**config.mk**
```make
export PLATFORM = sky130hd
export DESIGN_NAME = pipeline_hazard_ctrl_flat
export DESIGN_NICKNAME = d
export VERILOG_FILES = /design/src/rtl/pipeline_hazard_ctrl_if.sv /design/src/rtl/pipeline_hazard_ctrl.sv /design/src/flat_wrapper.sv
export SDC_FILE = /design/constraint.sdc
export NUM_CORES = 1
export LEC_CHECK = 0
export ABC_AREA = 1
export CAP_MARGIN = 20
export CORE_MARGIN = 8
export CORE_UTILIZATION = 40
export CTS_CLUSTER_SIZE = 16
export DETAILED_ROUTE_END_ITERATION = 8
export PLACE_DENSITY_LB_ADDON = 0.05
export RECOVER_POWER = 25
export SYNTH_ARGS = -nofsm -noshare
export SYNTH_HDL_FRONTEND = slang
export SYNTH_SLANG_ARGS = --single-unit
export TNS_END_PERCENT = 1
```
**constraint.sdc**
```tcl
create_clock -name clk -period 2 [get_ports clk]
set_clock_uncertainty 0.15 [all_clocks]
set_input_delay 0.3 -clock clk [delete_from_list [all_inputs] [get_ports clk]]
set_output_delay 0.3 -clock clk [all_outputs]
set_load 0.05 [all_outputs]
```
**src/rtl/pipeline_hazard_ctrl_if.sv**
```systemverilog
// Control bundle between the RV32 pipeline and its stall/flush sequencer.
// master = pipeline side (drives hazard inputs); slave = sequencer (drives stall/flush).
interface pipeline_hazard_ctrl_if #(
    parameter int CNT_W = 16
);
    logic             i_busywait;
    logic             d_busywait;
    logic             branch_jump_signal;
    logic             ex_mem_read;
    logic [4:0]       ex_rd;
    logic [4:0]       id_rs1;
    logic [4:0]       id_rs2;
    logic             id_uses_rs1;
    logic             id_uses_rs2;
    logic             switch_cache_req;
    logic             cache_switch_ack;

    logic             pc_stall;
    logic             if_id_stall;
    logic             if_id_flush;
    logic             id_ex_stall;
    logic             id_ex_flush;
    logic             ex_mem_stall;
    logic             mem_wb_stall;
    logic             cache_switch_start;
    logic             switch_err;
    logic [1:0]       ctrl_state;
    logic [CNT_W-1:0] stall_cycles;

    modport master (
        output i_busywait, d_busywait, branch_jump_signal, ex_mem_read, ex_rd,
               id_rs1, id_rs2, id_uses_rs1, id_uses_rs2, switch_cache_req, cache_switch_ack,
        input  pc_stall, if_id_stall, if_id_flush, id_ex_stall, id_ex_flush,
               ex_mem_stall, mem_wb_stall, cache_switch_start, switch_err, ctrl_state, stall_cycles
    );

    modport slave (
        input  i_busywait, d_busywait, branch_jump_signal, ex_mem_read, ex_rd,
               id_rs1, id_rs2, id_uses_rs1, id_uses_rs2, switch_cache_req, cache_switch_ack,
        output pc_stall, if_id_stall, if_id_flush, id_ex_stall, id_ex_flush,
               ex_mem_stall, mem_wb_stall, cache_switch_start, switch_err, ctrl_state, stall_cycles
    );
endinterface

```
**src/rtl/pipeline_hazard_ctrl.sv**
```systemverilog
// Stall/flush sequencer for the 5-stage pipeline: memory busywait, load-use, branch flush, cache switch.
// Latency: stall/flush are same-cycle combinational; state and counters update on the next rising edge.
// Backpressure: any cache busywait holds every pipeline register and freezes the sequencer.
module pipeline_hazard_ctrl #(
    parameter int DRAIN_CYCLES = 3,
    parameter int ACK_TIMEOUT  = 64,
    parameter int CNT_W        = 16
) (
    input  logic                   clk,
    input  logic                   reset,
    pipeline_hazard_ctrl_if.slave  hz
);

    localparam int DW = $clog2(DRAIN_CYCLES) + 1;
    localparam int WW = $clog2(ACK_TIMEOUT) + 1;
    localparam logic [DW-1:0] DRAIN_LAST = DW'(DRAIN_CYCLES - 1);
    localparam logic [WW-1:0] WAIT_LAST  = WW'(ACK_TIMEOUT - 1);

    typedef enum logic [1:0] {
        ST_RUN    = 2'd0,
        ST_DRAIN  = 2'd1,
        ST_SWITCH = 2'd2,
        ST_RESUME = 2'd3
    } state_e;

    state_e           state_q;
    logic [DW-1:0]    drain_cnt_q;
    logic [WW-1:0]    wait_cnt_q;
    logic             err_q;
    logic [CNT_W-1:0] stall_cnt_q;
    logic [CNT_W-1:0] stall_cnt_d;

    logic busy;
    logic branch_act;
    logic load_use;

    logic pc_stall;
    logic if_id_stall;
    logic if_id_flush;
    logic id_ex_stall;
    logic id_ex_flush;
    logic ex_mem_stall;
    logic mem_wb_stall;
    logic switch_start;

    assign busy = hz.i_busywait | hz.d_busywait;

    // Once the switch has begun the pipeline behind ID is empty, so a branch cannot be in EX.
    assign branch_act = hz.branch_jump_signal & ~busy &
                        ((state_q == ST_RUN) | (state_q == ST_DRAIN));

    assign load_use = hz.ex_mem_read & (hz.ex_rd != 5'd0) &
                      ((hz.id_uses_rs1 & (hz.id_rs1 == hz.ex_rd)) |
                       (hz.id_uses_rs2 & (hz.id_rs2 == hz.ex_rd)));

    always_comb begin
        pc_stall     = 1'b0;
        if_id_stall  = 1'b0;
        if_id_flush  = 1'b0;
        id_ex_stall  = 1'b0;
        id_ex_flush  = 1'b0;
        ex_mem_stall = 1'b0;
        mem_wb_stall = 1'b0;
        switch_start = 1'b0;
        if (reset) begin
            pc_stall = 1'b0;
        end else if (busy) begin
            pc_stall     = 1'b1;
            if_id_stall  = 1'b1;
            id_ex_stall  = 1'b1;
            ex_mem_stall = 1'b1;
            mem_wb_stall = 1'b1;
        end else if (branch_act) begin
            if_id_flush = 1'b1;
            id_ex_flush = 1'b1;
        end else begin
            case (state_q)
                ST_RUN: begin
                    // Switch request and load-use both want the same hold-plus-bubble pattern.
                    if (hz.switch_cache_req || load_use) begin
                        pc_stall    = 1'b1;
                        if_id_stall = 1'b1;
                        id_ex_flush = 1'b1;
                    end
                end
                ST_DRAIN: begin
                    pc_stall    = 1'b1;
                    if_id_stall = 1'b1;
                    id_ex_flush = 1'b1;
                end
                ST_SWITCH: begin
                    pc_stall     = 1'b1;
                    if_id_stall  = 1'b1;
                    id_ex_stall  = 1'b1;
                    ex_mem_stall = 1'b1;
                    mem_wb_stall = 1'b1;
                    switch_start = (wait_cnt_q == '0);
                end
                default: begin
                    pc_stall = 1'b0;
                end
            endcase
        end
    end

    assign stall_cnt_d = (pc_stall && (stall_cnt_q != {CNT_W{1'b1}})) ? stall_cnt_q + 1'b1
                                                                      : stall_cnt_q;

    always_ff @(posedge clk or posedge reset) begin
        if (reset) begin
            state_q     <= ST_RUN;
            drain_cnt_q <= '0;
            wait_cnt_q  <= '0;
            err_q       <= 1'b0;
            stall_cnt_q <= '0;
        end else begin
            stall_cnt_q <= stall_cnt_d;
            if (!busy) begin
                case (state_q)
                    ST_RUN: begin
                        if (!hz.branch_jump_signal && hz.switch_cache_req) begin
                            state_q     <= ST_DRAIN;
                            drain_cnt_q <= '0;
                        end
                    end
                    ST_DRAIN: begin
                        if (hz.branch_jump_signal) begin
                            state_q     <= ST_RUN;
                            drain_cnt_q <= '0;
                        end else if (drain_cnt_q == DRAIN_LAST) begin
                            state_q     <= ST_SWITCH;
                            drain_cnt_q <= '0;
                            wait_cnt_q  <= '0;
                        end else begin
                            drain_cnt_q <= drain_cnt_q + 1'b1;
                        end
                    end
                    ST_SWITCH: begin
                        if (hz.cache_switch_ack) begin
                            state_q <= ST_RESUME;
                        end else if (wait_cnt_q == WAIT_LAST) begin
                            state_q <= ST_RESUME;
                            err_q   <= 1'b1;
                        end else begin
                            wait_cnt_q <= wait_cnt_q + 1'b1;
                        end
                    end
                    default: begin
                        state_q    <= ST_RUN;
                        wait_cnt_q <= '0;
                    end
                endcase
            end
        end
    end

    assign hz.pc_stall           = pc_stall;
    assign hz.if_id_stall        = if_id_stall;
    assign hz.if_id_flush        = if_id_flush;
    assign hz.id_ex_stall        = id_ex_stall;
    assign hz.id_ex_flush        = id_ex_flush;
    assign hz.ex_mem_stall       = ex_mem_stall;
    assign hz.mem_wb_stall       = mem_wb_stall;
    assign hz.cache_switch_start = switch_start;
    assign hz.switch_err         = err_q;
    assign hz.ctrl_state         = state_q;
    assign hz.stall_cycles       = stall_cnt_q;

endmodule

```
**src/flat_wrapper.sv**
```systemverilog
// flat-port wrapper written by rule: the top's interface ports become plain ports
module pipeline_hazard_ctrl_flat 
#(
    parameter int DRAIN_CYCLES = 3,
    parameter int ACK_TIMEOUT  = 64,
    parameter int CNT_W        = 16
)
  (clk, reset, hz_i_busywait, hz_d_busywait, hz_branch_jump_signal, hz_ex_mem_read, hz_ex_rd, hz_id_rs1, hz_id_rs2, hz_id_uses_rs1, hz_id_uses_rs2, hz_switch_cache_req, hz_cache_switch_ack, hz_pc_stall, hz_if_id_stall, hz_if_id_flush, hz_id_ex_stall, hz_id_ex_flush, hz_ex_mem_stall, hz_mem_wb_stall, hz_cache_switch_start, hz_switch_err, hz_ctrl_state, hz_stall_cycles);
  pipeline_hazard_ctrl_if #(.CNT_W(CNT_W)) hz_i ();
  input  logic clk;
  input  logic reset;
  input wire logic [$bits(hz_i.i_busywait)-1:0] hz_i_busywait;
  input wire logic [$bits(hz_i.d_busywait)-1:0] hz_d_busywait;
  input wire logic [$bits(hz_i.branch_jump_signal)-1:0] hz_branch_jump_signal;
  input wire logic [$bits(hz_i.ex_mem_read)-1:0] hz_ex_mem_read;
  input wire logic [$bits(hz_i.ex_rd)-1:0] hz_ex_rd;
  input wire logic [$bits(hz_i.id_rs1)-1:0] hz_id_rs1;
  input wire logic [$bits(hz_i.id_rs2)-1:0] hz_id_rs2;
  input wire logic [$bits(hz_i.id_uses_rs1)-1:0] hz_id_uses_rs1;
  input wire logic [$bits(hz_i.id_uses_rs2)-1:0] hz_id_uses_rs2;
  input wire logic [$bits(hz_i.switch_cache_req)-1:0] hz_switch_cache_req;
  input wire logic [$bits(hz_i.cache_switch_ack)-1:0] hz_cache_switch_ack;
  output wire logic [$bits(hz_i.pc_stall)-1:0] hz_pc_stall;
  output wire logic [$bits(hz_i.if_id_stall)-1:0] hz_if_id_stall;
  output wire logic [$bits(hz_i.if_id_flush)-1:0] hz_if_id_flush;
  output wire logic [$bits(hz_i.id_ex_stall)-1:0] hz_id_ex_stall;
  output wire logic [$bits(hz_i.id_ex_flush)-1:0] hz_id_ex_flush;
  output wire logic [$bits(hz_i.ex_mem_stall)-1:0] hz_ex_mem_stall;
  output wire logic [$bits(hz_i.mem_wb_stall)-1:0] hz_mem_wb_stall;
  output wire logic [$bits(hz_i.cache_switch_start)-1:0] hz_cache_switch_start;
  output wire logic [$bits(hz_i.switch_err)-1:0] hz_switch_err;
  output wire logic [$bits(hz_i.ctrl_state)-1:0] hz_ctrl_state;
  output wire logic [$bits(hz_i.stall_cycles)-1:0] hz_stall_cycles;
  assign hz_i.i_busywait = hz_i_busywait;
  assign hz_i.d_busywait = hz_d_busywait;
  assign hz_i.branch_jump_signal = hz_branch_jump_signal;
  assign hz_i.ex_mem_read = hz_ex_mem_read;
  assign hz_i.ex_rd = hz_ex_rd;
  assign hz_i.id_rs1 = hz_id_rs1;
  assign hz_i.id_rs2 = hz_id_rs2;
  assign hz_i.id_uses_rs1 = hz_id_uses_rs1;
  assign hz_i.id_uses_rs2 = hz_id_uses_rs2;
  assign hz_i.switch_cache_req = hz_switch_cache_req;
  assign hz_i.cache_switch_ack = hz_cache_switch_ack;
  assign hz_pc_stall = hz_i.pc_stall;
  assign hz_if_id_stall = hz_i.if_id_stall;
  assign hz_if_id_flush = hz_i.if_id_flush;
  assign hz_id_ex_stall = hz_i.id_ex_stall;
  assign hz_id_ex_flush = hz_i.id_ex_flush;
  assign hz_ex_mem_stall = hz_i.ex_mem_stall;
  assign hz_mem_wb_stall = hz_i.mem_wb_stall;
  assign hz_cache_switch_start = hz_i.cache_switch_start;
  assign hz_switch_err = hz_i.switch_err;
  assign hz_ctrl_state = hz_i.ctrl_state;
  assign hz_stall_cycles = hz_i.stall_cycles;
  pipeline_hazard_ctrl #(.DRAIN_CYCLES(DRAIN_CYCLES), .ACK_TIMEOUT(ACK_TIMEOUT), .CNT_W(CNT_W)) u_core (.clk(clk), .reset(reset), .hz(hz_i));
endmodule
```
Yosys cells after proc, flatten, opt, wreduce, memory -nomap -nowiden --
Cells that the tools add are included. Widths: inputs -> output; s select.
Word-level totals: logic and storage cells 82, register bits 29, bits of input ports 25, output and inout bits 27
Operators by class: muxes and demuxes 35, add/sub/neg operators 3, eq/ne operators 14, reduce and logical (&&, ||, !) cells 13, bitwise operators 12
Operators by type and width (number):
- $mux 7 | 4
- $pmux 7 s3 | 1
- $mux 1 | 18
- $add 16x1->16 const B | 1
- $ne 16x16->1 const B | 1
- $eq 5x5->1 | 2
- $mux 2 | 5
- $ne 2x2->1 const B | 5
- $mux 3 | 3
- $reduce_and 4->1 | 2
- $add 7x1->7 const B | 1
- $eq 7x6->1 const B | 1
- $logic_not 7->1 | 1
- $and 1x1->1 | 6
- $pmux 2 s3 | 1
- $pmux 3 s2 | 1
- $reduce_and 6->1 | 1
- $reduce_bool 5->1 | 1
- $pmux 1 s2 | 2
- $add 3x1->3 const B | 1
- $eq 3x2->1 const B | 1
- $ne 3x2->1 const B | 1
- $ne 3x3->1 const B | 1
- $not 1->1 | 3
- other kinds (10) | 13

Longest topological paths before layout --
Gate-level depths: netlist of the first run.
word-level depth 11, mapped depth 16, depth with buffers taken out 15

Worst setup path after synthesis of the first run --
OpenSTA, ideal clock, no wires.
path type reg-to-output, from register u_core.state_q[0] (netlist: u_core.hz.ctrl_state[0]), to output hz_pc_stall, path buffers 1, data required time 1550 ps, cell stages (with the launch flop) 8, arrival 2642 ps, slack -1092 ps, cells stage by stage dfrtp_1 > inv_1 > ha_1 > o21a_1 > nor2_1 > nand2_2 > a21oi_1 > buf_4
Between the ends: cells in the longest elaborated chain, start to end 6, elaborated cells between the ends (all ways) 10
RTL lines:
- start, declared | RTL line pipeline_hazard_ctrl.sv:26 | state_e state_q;
- start signal, assigned | RTL line pipeline_hazard_ctrl.sv:111 | state_q <= ST_RUN;
- start signal, assigned | RTL line pipeline_hazard_ctrl.sv:122 | state_q <= ST_DRAIN;
- start signal, assigned | RTL line pipeline_hazard_ctrl.sv:128 | state_q <= ST_RUN;
- $eq 2x2->1, or another cell as far along
- $reduce_or 2->1 (no source line) or $or 1x1->1 (tied branches)
- $pmux 1 s2 or $and 1x1->1 (tied branches)
- $mux 1 * (3 in series)
- end, declared | RTL line flat_wrapper.sv:23 | output wire logic [$bits(hz_i.pc_stall)-1:0] hz_pc_stall;
Every way passes the cells marked *; elsewhere a longest branch is shown, timed or not.

Final worst setup path of the first run --
from register u_core.state_q[0] (netlist: u_core.hz.ctrl_state[0]), to output hz_pc_stall
Between the ends: cells in the longest elaborated chain, start to end 6, elaborated cells between the ends (all ways) 10
RTL lines:
- $eq 2x2->1, or another cell as far along | RTL line pipeline_hazard_ctrl.sv:77 | case (state_q)
- $reduce_or 2->1 (no source line) or $or 1x1->1 (tied branches)
- $pmux 1 s2 or $and 1x1->1 (tied branches) | RTL line pipeline_hazard_ctrl.sv:77, pipeline_hazard_ctrl.sv:49
- $mux 1 * | RTL line pipeline_hazard_ctrl.sv:73 | end else if (branch_act) begin
- $mux 1 * | RTL line pipeline_hazard_ctrl.sv:67 | end else if (busy) begin
- $mux 1 * | RTL line pipeline_hazard_ctrl.sv:65 | if (reset) begin
Marked as above.

==> impl_metrics.toml, run 1 <==
[min_path]
min_path_cells = 2
hold_path_class = "reg -> reg"

[detailed_routing]
vias_per_cell = 4.86
wl_mm = 5.30
first_iter_violations = 58
drc = 0
antenna_left = 0
wire_per_inst_um = 11.8
num_vias = 2184
dr.pass1.iters = 4

[floorplan]
die_x_um = 88.8
core_sq_um = 5110
die-height_um = 88.8
rows = 26
die_area_sq_um = 7880
ios = 52
start_util = 0.415

[setup_path]
start_kind = "flop"
crit_family = "flip-flops"
path_cells = "inv_4 > ha_4 > o21a_4 > nor2_4 > nand2_2 > a21oi_4 > buf_12"
path_buf_inv = 2
cp_max_fo = 4
slowest_stage = "dfrtp_2"
crit_type = "reg -> out"
worst-path-stages = 7
cp.required_ns = 1.55
arrival_ns = 1.69
ff2ff_path_depth = 12
endpoint_kind = "output port"
critPathMaxStageDelay_ns = 0.42

[synth]
synth_edf_count = 0
synth_warnings = 0
ys_seq_elements = 29
ys.flop_type = "dfrtp_1"
synth_cell_types = 36
synth_cells = 301
ys_seq_area_frac = 0.343
async_flop_share = 1.00
synth_area_leader_cell = "dfrtp_1"
netlist.area_leader.share = 0.343
synth_area_leaders = "dfrtp_1, nand2_1, inv_1"
syn-cell-area_sq_um = 2120
syn_nets = 333
syn_avg_cell_area_sq_um = 7.03

[timing]
finalHoldViolations = 0
setup_viol = 8
max_slew.worst_pin.slew_ns = 0.549
finalCritPeriodShare = 1.07
slew_headroom = 0.631
fin_setup_tns_ns = -0.706
fin_ws_ns = -0.142
rsz0062_at_grt = "true"
max_freq_mhz = 467
finalMaxSlewViolations = 0
period_needed_ns = 2.14

[place]
post_dp_cell_area_sq_um = 2930
gp_congestion = 0.795
port_buffers = 51
dp_hpwl_mm = 4.11

[clock_tree]
numCtsBuffers = 5
clk_path_buf_depth = 2
clk_pin_slew_worst_paths_ns = 0.06
clock-sinks = 29
cts_tree = "built"
cts-root-buf = "clkbuf_8"
clk_latency_ns = 0.28
htreeDepth = 2
cts_hold_buf = 0

[global_routing]
antenna_found_initial = 0
grt_pass1_vias = 2069
grt_pass1_wl_mm = 9.00
grt_max_degree = 53
overflow = 0
grt_usage = 0.143

[status]
violations = "setup timing"
outcome = "complete, but fails checks"

[final_layout]
area_growth_syn_to_layout_pct = 48.3
final_common_cell = "nand2_1"
finish.instance_area_sq_um = 3140
diodes = 0
drive_above_1_share = 0.280
num-fill-cells = 500
layout_common_cells = "nand2_1, inv_1, buf_4"
fin_nets = 410

[pwr]
pwr_density_cell_nw_per_um2 = 990
p_leak_nw = 1.55
ir_worst_vdd_uv = 711

[job]
maxCapViolCount = 0
## worst paths after layout
path,start,to,slack (ns)
max in group asynchronous,reset,u_core.hz.ctrl_state[1]$_DFFE_PP0P_,1.00
worst max-delay path,u_core.hz.ctrl_state[0]$_DFFE_PP0P_,hz_pc_stall,-0.14
worst min register to register,u_core.wait_cnt_q[6]$_DFFE_PP0P_,u_core.wait_cnt_q[6]$_DFFE_PP0P_,0.34
min in group asynchronous,reset,u_core.hz.switch_err$_DFFE_PP0P_,0.44
worst max register to register,u_core.hz.ctrl_state[0]$_DFFE_PP0P_,u_core.hz.stall_cycles[11]$_DFFE_PP0P_,0.06
worst min-delay path,u_core.wait_cnt_q[6]$_DFFE_PP0P_,u_core.wait_cnt_q[6]$_DFFE_PP0P_,0.34
## sequential cells by signal, indices dropped and copies added, names as in the netlist
| name | cells |
|---|---|
| u_core.hz.stall_cycles | 16 |
| u_core.wait_cnt_q | 7 |
| u_core.drain_cnt_q | 3 |
| u_core.hz.ctrl_state | 2 |
| u_core.hz.switch_err | 1 |
## power by group
| group | internal, mW | total, mW | switching [mW] |
|---|---|---|---|
| Sequential | 0.717 | 0.836 | 0.118 |
| Combinational | 0.715 | 1.73 | 1.02 |
| Clock | 0.311 | 0.536 | 0.226 |
## Yosys cell counts, types with 2 or more instances
| cell | number |
|---|---|
| inv_1 | 49 |
| buf_2 | 3 |
| nand4_1 | 17 |
| a31oi_1 | 2 |
| nor3_1 | 14 |
| buf_6 | 2 |
| o21ai_2 | 2 |
| nand3_2 | 4 |
| nor2_4 | 2 |
| a21oi_1 | 8 |
| nor2_2 | 3 |
| a211oi_1 | 2 |
| nand3_1 | 19 |
| nor4_1 | 2 |
| nand2_1 | 82 |
| xor2_1 | 7 |
| nor2_1 | 19 |
| o21ai_0 | 7 |
| dfrtp_1 | 29 |
| ha_1 | 7 |
| buf_4 | 3 |
| inv_2 | 4 |
## layout make-up
class | instances | area, sq um | area share
Clock inverter | 1 | 5.00 | 0.00159
Tap cell | 70 | 87.6 | 0.0279
Timing Repair Buffer | 78 | 752 | 0.240
Inverter | 54 | 208 | 0.0662
Multi-Input combinational cell | 210 | 1260 | 0.402
Sequential cell | 29 | 728 | 0.232
Clock buffer | 7 | 96.3 | 0.0307
## what timing repair did
action                     4_1_cts  5_1_grt
gates resized for setup         43        6
gates cloned                     0        0
setup endpoints to repair       26       27
setup buffers                    5        0
pin swaps                       22        1
## tightest hold or removal path, stage by stage, from the launching register on
cell and delay (ns):
dfrtp_1 0.33, o21ai_0 0.07, inv_1 0.05
## cell families after synthesis
group	synth area share
AND/OR/NAND/NOR	0.377
XOR/XNOR	0.0331
flip-flops	0.343
AO/OA/AOI/OAI	0.0816
buffers and inverters	0.124
adder cells (fa/ha/maj)	0.0414
## routing by layer
metal / part of all wire / wire length, um / vias up / global-route usage
li1: - / - / 1126 / -
met1: 0.45 / 2380 / 1013 / 0.170
met2: 0.50 / 2670 / 41 / 0.247
met3: 0.037 / 197 / 4 / 0.0306
met4: 0.011 / 57 / 0 / 0.0507
met5: 0 / 0 / - / 0
## through the flow
stage,hold slack [ns],cells,setup WS (ns),util,power (mW)
2_1_floorplan,0.295,301,-0.278,-,1.84
6_report,0.339,449,-0.142,0.615,3.11
4_1_cts,0.343,449,-0.155,0.611,3.15
3_3_place_gp,0.321,436,-0.450,0.573,2.40
5_1_grt,0.362,449,-0.196,0.615,3.32
3_5_place_dp,0.327,436,-0.468,0.573,2.42
Note: power is estimated with default switching activity, not from simulation.
==> run 2: changes to the inputs <==
--- a/config.mk
+++ b/config.mk
@@ -5,7 +5,6 @@
 export SDC_FILE = /design/constraint.sdc
 export NUM_CORES = 1
 export LEC_CHECK = 0
-export ABC_AREA = 1
 export CAP_MARGIN = 20
 export CORE_MARGIN = 8
 export CORE_UTILIZATION = 40
==> impl_metrics.toml, run 2 <==
[global_routing]
grt_max_degree = 30
overflow = 0
gr-usage-met3 = 0.0430
gr-max-usage-layer = "met2"
grt_usage = 0.157
grt_pass1_wl_mm = 9.06
antenna_found_initial = 0
grt_pass1_vias = 1979
grtUsageMet1 = 0.177
use_met2 = 0.269

[synth]
yosysMostFrequentCell = "dfrtp_1"
ys_seq_area_frac = 0.404
synth_warnings = 0
synth_cells = 196
synthTopCellsByCount = "dfrtp_1, xnor2_1, nand2_1"
synth_edf_count = 0
ys_seq_elements = 29
synth_area_leader_cell = "dfrtp_1"
syn_avg_cell_area_sq_um = 9.17
netlist.area_leader.share = 0.404
synth_cell_types = 47
ys.flop_type = "dfrtp_1"
syn_nets = 228
async_flop_share = 1.00
synth_area_leaders = "dfrtp_1, xnor2_1, ha_1"
syn-cell-area_sq_um = 1800

[timing]
setup_viol = 26
fin_ws_ns = -0.241
finalHoldViolations = 0
slew_headroom = 0.493
max_freq_mhz = 446
finalMaxSlewViolations = 0
period_needed_ns = 2.24
finalCritPeriodShare = 1.12
rsz0062_at_grt = "true"
max_slew.worst_pin.slew_ns = 0.760

[final_layout]
final_util = 0.719
multi_input_area_sq_um = 1190
regArea_sq_um = 731
area_growth_syn_to_layout_pct = 74.0
diodes = 0
drive_above_1_share = 0.425
layout_common_cells = "buf_4, dfrtp_1, nand2_1"
num-fill-cells = 328
fin_nets = 344
stdcell_count = 365
final_common_cell = "buf_4"
largest_reg_flops = 16

[min_path]
min_path_cells = 2
min_to = "u_core.hz.switch_err$_DFFE_PP0P_"
hp-start = "u_core.hz.switch_err$_DFFE_PP0P_"
hold_path_class = "reg -> reg"

[place]
port_buffers = 51
dpl_worst_slack_ns = -0.534
gp_congestion = 0.812
post-place-cells = 347
dp_hpwl_mm = 4.03

[clock_tree]
clk_latency_ns = 0.28
cts-root-buf = "clkbuf_8"
htreeDepth = 2
cts_tree = "built"
clk_pin_slew_worst_paths_ns = 0.06
numCtsBuffers = 5
clk_path_buf_depth = 2
clock-sinks = 29

[detailed_routing]
wire_per_inst_um = 14.8
dr.pass1.iters = 4
num_vias = 1889
first_iter_violations = 89
antenna_left = 0
wl_mm = 5.40
drc = 0
vias_per_cell = 5.18

[setup_path]
path_cells = "inv_4 > ha_4 > nor2b_4 > nand3_4 > o31ai_4 > buf_12 > buf_12"
arrival_ns = 1.79
endpoint_kind = "output port"
startpoint = "u_core.hz.ctrl_state[0]$_DFFE_PP0P_"
critPathMaxStageDelay_ns = 0.44
cp.required_ns = 1.55
r2r_slack_ns = -0.16
reg2reg_from = "u_core.hz.ctrl_state[0]$_DFFE_PP0P_"
start_kind = "flop"
cp_max_fo = 4
timing.rr.end = "u_core.hz.stall_cycles[11]$_DFFE_PP0P_"
ff2ff_path_depth = 9
crit_type = "reg -> out"
crit_top_cell = "buf_12"
slowest_stage = "dfrtp_2"

[floorplan]
rows = 24
die-height_um = 83.0
start_util = 0.413
die_area_sq_um = 6900
die_x_um = 83.0
core_sq_um = 4350
ios = 52

[pwr]
pwr_density_cell_nw_per_um2 = 1020
p_comb_frac = 0.592
p_sw_mw = 1.36
ir_worst_vdd_uv = 1010
p_leak_nw = 1.38
power_frac_clock = 0.158
p_seq_frac = 0.250
internal-power_mw = 1.83
finalPower_mw = 3.19
switching_share = 0.426

[status]
outcome = "complete, but fails checks"
violations = "setup timing"

[job]
maxCapViolCount = 0
==> run 2: cell types whose count changed in the layout (fill, tap and decap cells not counted), moves of 7 or more <==
cell     change
buf_4       +34
inv_1       -38
nand2_1     -61
nand3_1     -12
nand4_1      -8
nor2_1       -7
nor3_1      -10
o21ai_1      +7
xnor2_1     +16
==> run 2: power by group through the flow <==
| stage | clock [mW] | combinational (mW) | sequential, mW |
|---|---|---|---|
| final | 0.504 | 1.89 | 0.798 |
| after global routing | 0.543 | 2.01 | 0.812 |
| after CTS | 0.512 | 1.85 | 0.795 |
| after detailed placement | 0 | 1.75 | 0.802 |
| after global placement | 0 | 1.73 | 0.793 |
| after floorplan | 0 | 0.619 | 1.18 |
==> run 2: worst max path at each step <==
stage,slack (ns),depth (start not counted),endpoint
2_1_floorplan,-0.38,6,hz_pc_stall
3_3_place_gp,-0.51,7,u_core.wait_cnt_q[4]$_DFFE_PP0P_
3_5_place_dp,-0.53,9,hz_id_ex_flush
4_1_cts,-0.27,7,hz_if_id_stall
5_1_grt,-0.32,8,hz_if_id_stall
6_report,-0.24,7,hz_pc_stall
==> run 2: cells by family (layout without fill, tap and decap cells) <==
kind of cell	count (synthesis)	in the layout	share of synthesized area
buf+inv	14	131	0.0355
fa+ha+maj	7	7	0.0487
flops	29	29	0.404
simple gates	83	83	0.245
compound gates	34	34	0.124
xor+xnor	27	27	0.132
mux	2	2	0.0118
==> run 2: worst max-delay path: cells and delay by family, from the launching register on <==
kind                     cells  cell delay [ns]
AO/OA/AOI/OAI                1             0.29
AND/OR/NAND/NOR              2             0.26
buffers and inverters        3             0.35
flip-flops                   1             0.44
adder cells (fa/ha/maj)      1             0.14
==> run 2: final cells by class <==
class,instances,area share
multi-input cells,153,0.381
inverters,9,0.0120
flip-flops and latches,29,0.234
repair buffers,114,0.324
well taps,52,0.0208
clock buffers,8,0.0288
==> run 2: repair_timing <==
action / in CTS / in global routing
setup buffers: 7 / 3
pin swaps: 25 / 9
setup endpoints to repair: 29 / 29
hold buffers: 0 / 0
resized for setup: 40 / 9
==> run 2: through the flow <==
stage,hold WS (ns),cell area [sq um],setup TNS (ns)
6_report,0.323,3130,-3.06
5_1_grt,0.367,3130,-5.27
4_1_cts,0.328,3080,-3.00
3_5_place_dp,0.307,2850,-11.15
3_3_place_gp,0.301,2850,-10.87
2_1_floorplan,0.0674,1880,-6.76
==> run 2: layer usage <==
layer | wire, um | part of all wire
met5 | 0 | 0
met4 | 89 | 0.016
met3 | 198 | 0.037
met2 | 2750 | 0.51
met1 | 2360 | 0.44
==> RTL edit, RTL diff (settings of run 2) <==
Reset style: synchronous (`reset`), changed in one clocked block.
--- a/src/rtl/pipeline_hazard_ctrl.sv
+++ b/src/rtl/pipeline_hazard_ctrl.sv
@@ -107,5 +107,5 @@
                                                                       : stall_cnt_q;
 
-    always_ff @(posedge clk or posedge reset) begin
+    always_ff @(posedge clk) begin
         if (reset) begin
             state_q     <= ST_RUN;
Check against the original RTL: differs if reset is asserted again (counterexample within 4 cycles, from zero or initial values and one cycle with reset high); with reset held inactive, the same outputs for 10 cycles.
==> RTL edit against run 2 <==
  * The flow still finishes with violations (negative setup slack)
  * Synthesized area increased by 1.7%
  * Final area decreased by 2.7%
  * Sequential cell count is the same
  * Routed wire length increased by 2.3%
  * Hold slack improved by 0.0061 ns
  * First-iteration DRC count fell by 26%
  * Count of clock-buffer cells in the layout down 2
  * Final cell count up 2.5%
  * Setup slack improved by 0.018 ns
  * Critical path type unchanged
  * Critical endpoint is now hz_if_id_stall
  * Highest routed layer unchanged
Power is not compared: it rests on default switching activity, and its combinational part moved more than twofold at a synthesized area within 25%.
==> RTL edit: results (changes against run 2) <==
The run finished, with violations left. The checks that failed: negative setup slack. Grouping stages by cell kind, the critical path spends the most delay in buffers and inverters. The logs give -0.223 ns (+0.0179 ns) for the worst path setup slack after routing and 6 (-2) for the clock buffer instance count of the final layout.

The run gives 59.5% (+10 points) as the relative max-transition margin. For the pin count of the biggest net entering global routing, the log shows 32 (+6.7%). The slowest stage of the critical path is the sky130_fd_sc_hd__dfxtp_4 cell.

The post-route met1 wirelength was 2450 um (+3.6%). The share of post-route cells with drive strength above 1 came out at 38.2% (-4.3 points). The tools report the final net count as 353 (+2.6%).

The logs give 1.77 ns (-0.02 ns) for the data arrival time of the worst path and 176 (+15%) for the number of multi-input combinational cells. The sequential fraction of total cell area works out to 19.5% (-3.9 points). The logs give 389 (+19%) for the count of fill cells added during filler insertion and 18.2% (+0.56 points) for the met1 track utilization from global routing. The number of non-clock inverters was 8 (-1). Sorting the synthesized cells by area gives the leading types as sky130_fd_sc_hd__dfxtp_1 32%, sky130_fd_sc_hd__nor2_1 5.7%, sky130_fd_sc_hd__ha_1 4.8%, sky130_fd_sc_hd__xnor2_1 4.8%, sky130_fd_sc_hd__a21oi_1 4.4%.

The multi-input logic portion of the cell area was 44.3% (+6.2 points); the area of all placed cells without fillers was 3040 um2 (-2.7%). The average vias per placed instance works out to 5.32 (+2.8%). The total of endpoints with negative setup slack in the final report is 23 (-12%).

Final cell count without fillers: 374 (+2.5%). The async set or reset register ratio after synthesis was 0% (-100 points). For this run, the leading register cell type out of synthesis is sky130_fd_sc_hd__dfxtp_1.
==> RTL edit: final timing paths <==
check	from	end	slack, ns	depth (start not counted)
worst max-delay path	u_core.hz.ctrl_state[0]$_SDFFE_PP0P_	hz_if_id_stall	-0.22	9
worst min-delay path	u_core.hz.switch_err$_SDFFE_PP0P_	u_core.hz.switch_err$_SDFFE_PP0P_	0.33	2
worst max register to register	u_core.hz.ctrl_state[0]$_SDFFE_PP0P_	u_core.hz.stall_cycles[1]$_SDFFE_PP0P_	-0.21	11
worst min register to register	u_core.hz.switch_err$_SDFFE_PP0P_	u_core.hz.switch_err$_SDFFE_PP0P_	0.33	2
==> RTL edit: per-stage QoR <==
step | hold slack (ns) | setup WS, ns | total power, uW | TNS, ns | utilization [%]
5_1_grt | 0.388 | -0.294 | 1580 | -5.17 | 69.4
2_1_floorplan | 0.306 | -0.339 | 758 | -3.86 | -
3_5_place_dp | 0.322 | -0.612 | 910 | -14.05 | 63.4
6_report | 0.329 | -0.223 | 1510 | -3.25 | 69.4
4_1_cts | 0.342 | -0.220 | 1520 | -3.23 | 68.9
3_3_place_gp | 0.315 | -0.603 | 907 | -13.47 | 63.4
==> RTL edit: what timing repair did <==
item	CTS	global route
setup endpoints to repair	31	29
pin swaps	26	13
hold endpoints to repair	0	0
resized for setup	55	12
setup buffers	3	0
==> RTL edit: cell families after synthesis <==
family                     Yosys count  share of synthesized area, %
DFF                                 29                          31.8
muxes                                6                          3.63
AOI/OAI and AO/OA                   45                          16.5
and+or+nand+nor                    104                          31.6
xor gates and xnor gates            14                          6.71
buffers and inverters               18                          5.07
adders and majority gates            7                          4.79
==> RTL edit: worst reg2reg max path: cells and delay by family (launching register included) <==
family	cells	cell delay, ns
buf+inv	4	0.49
fa+ha+maj	1	0.16
flops	1	0.38
compound gates	5	0.60
simple gates	1	0.38
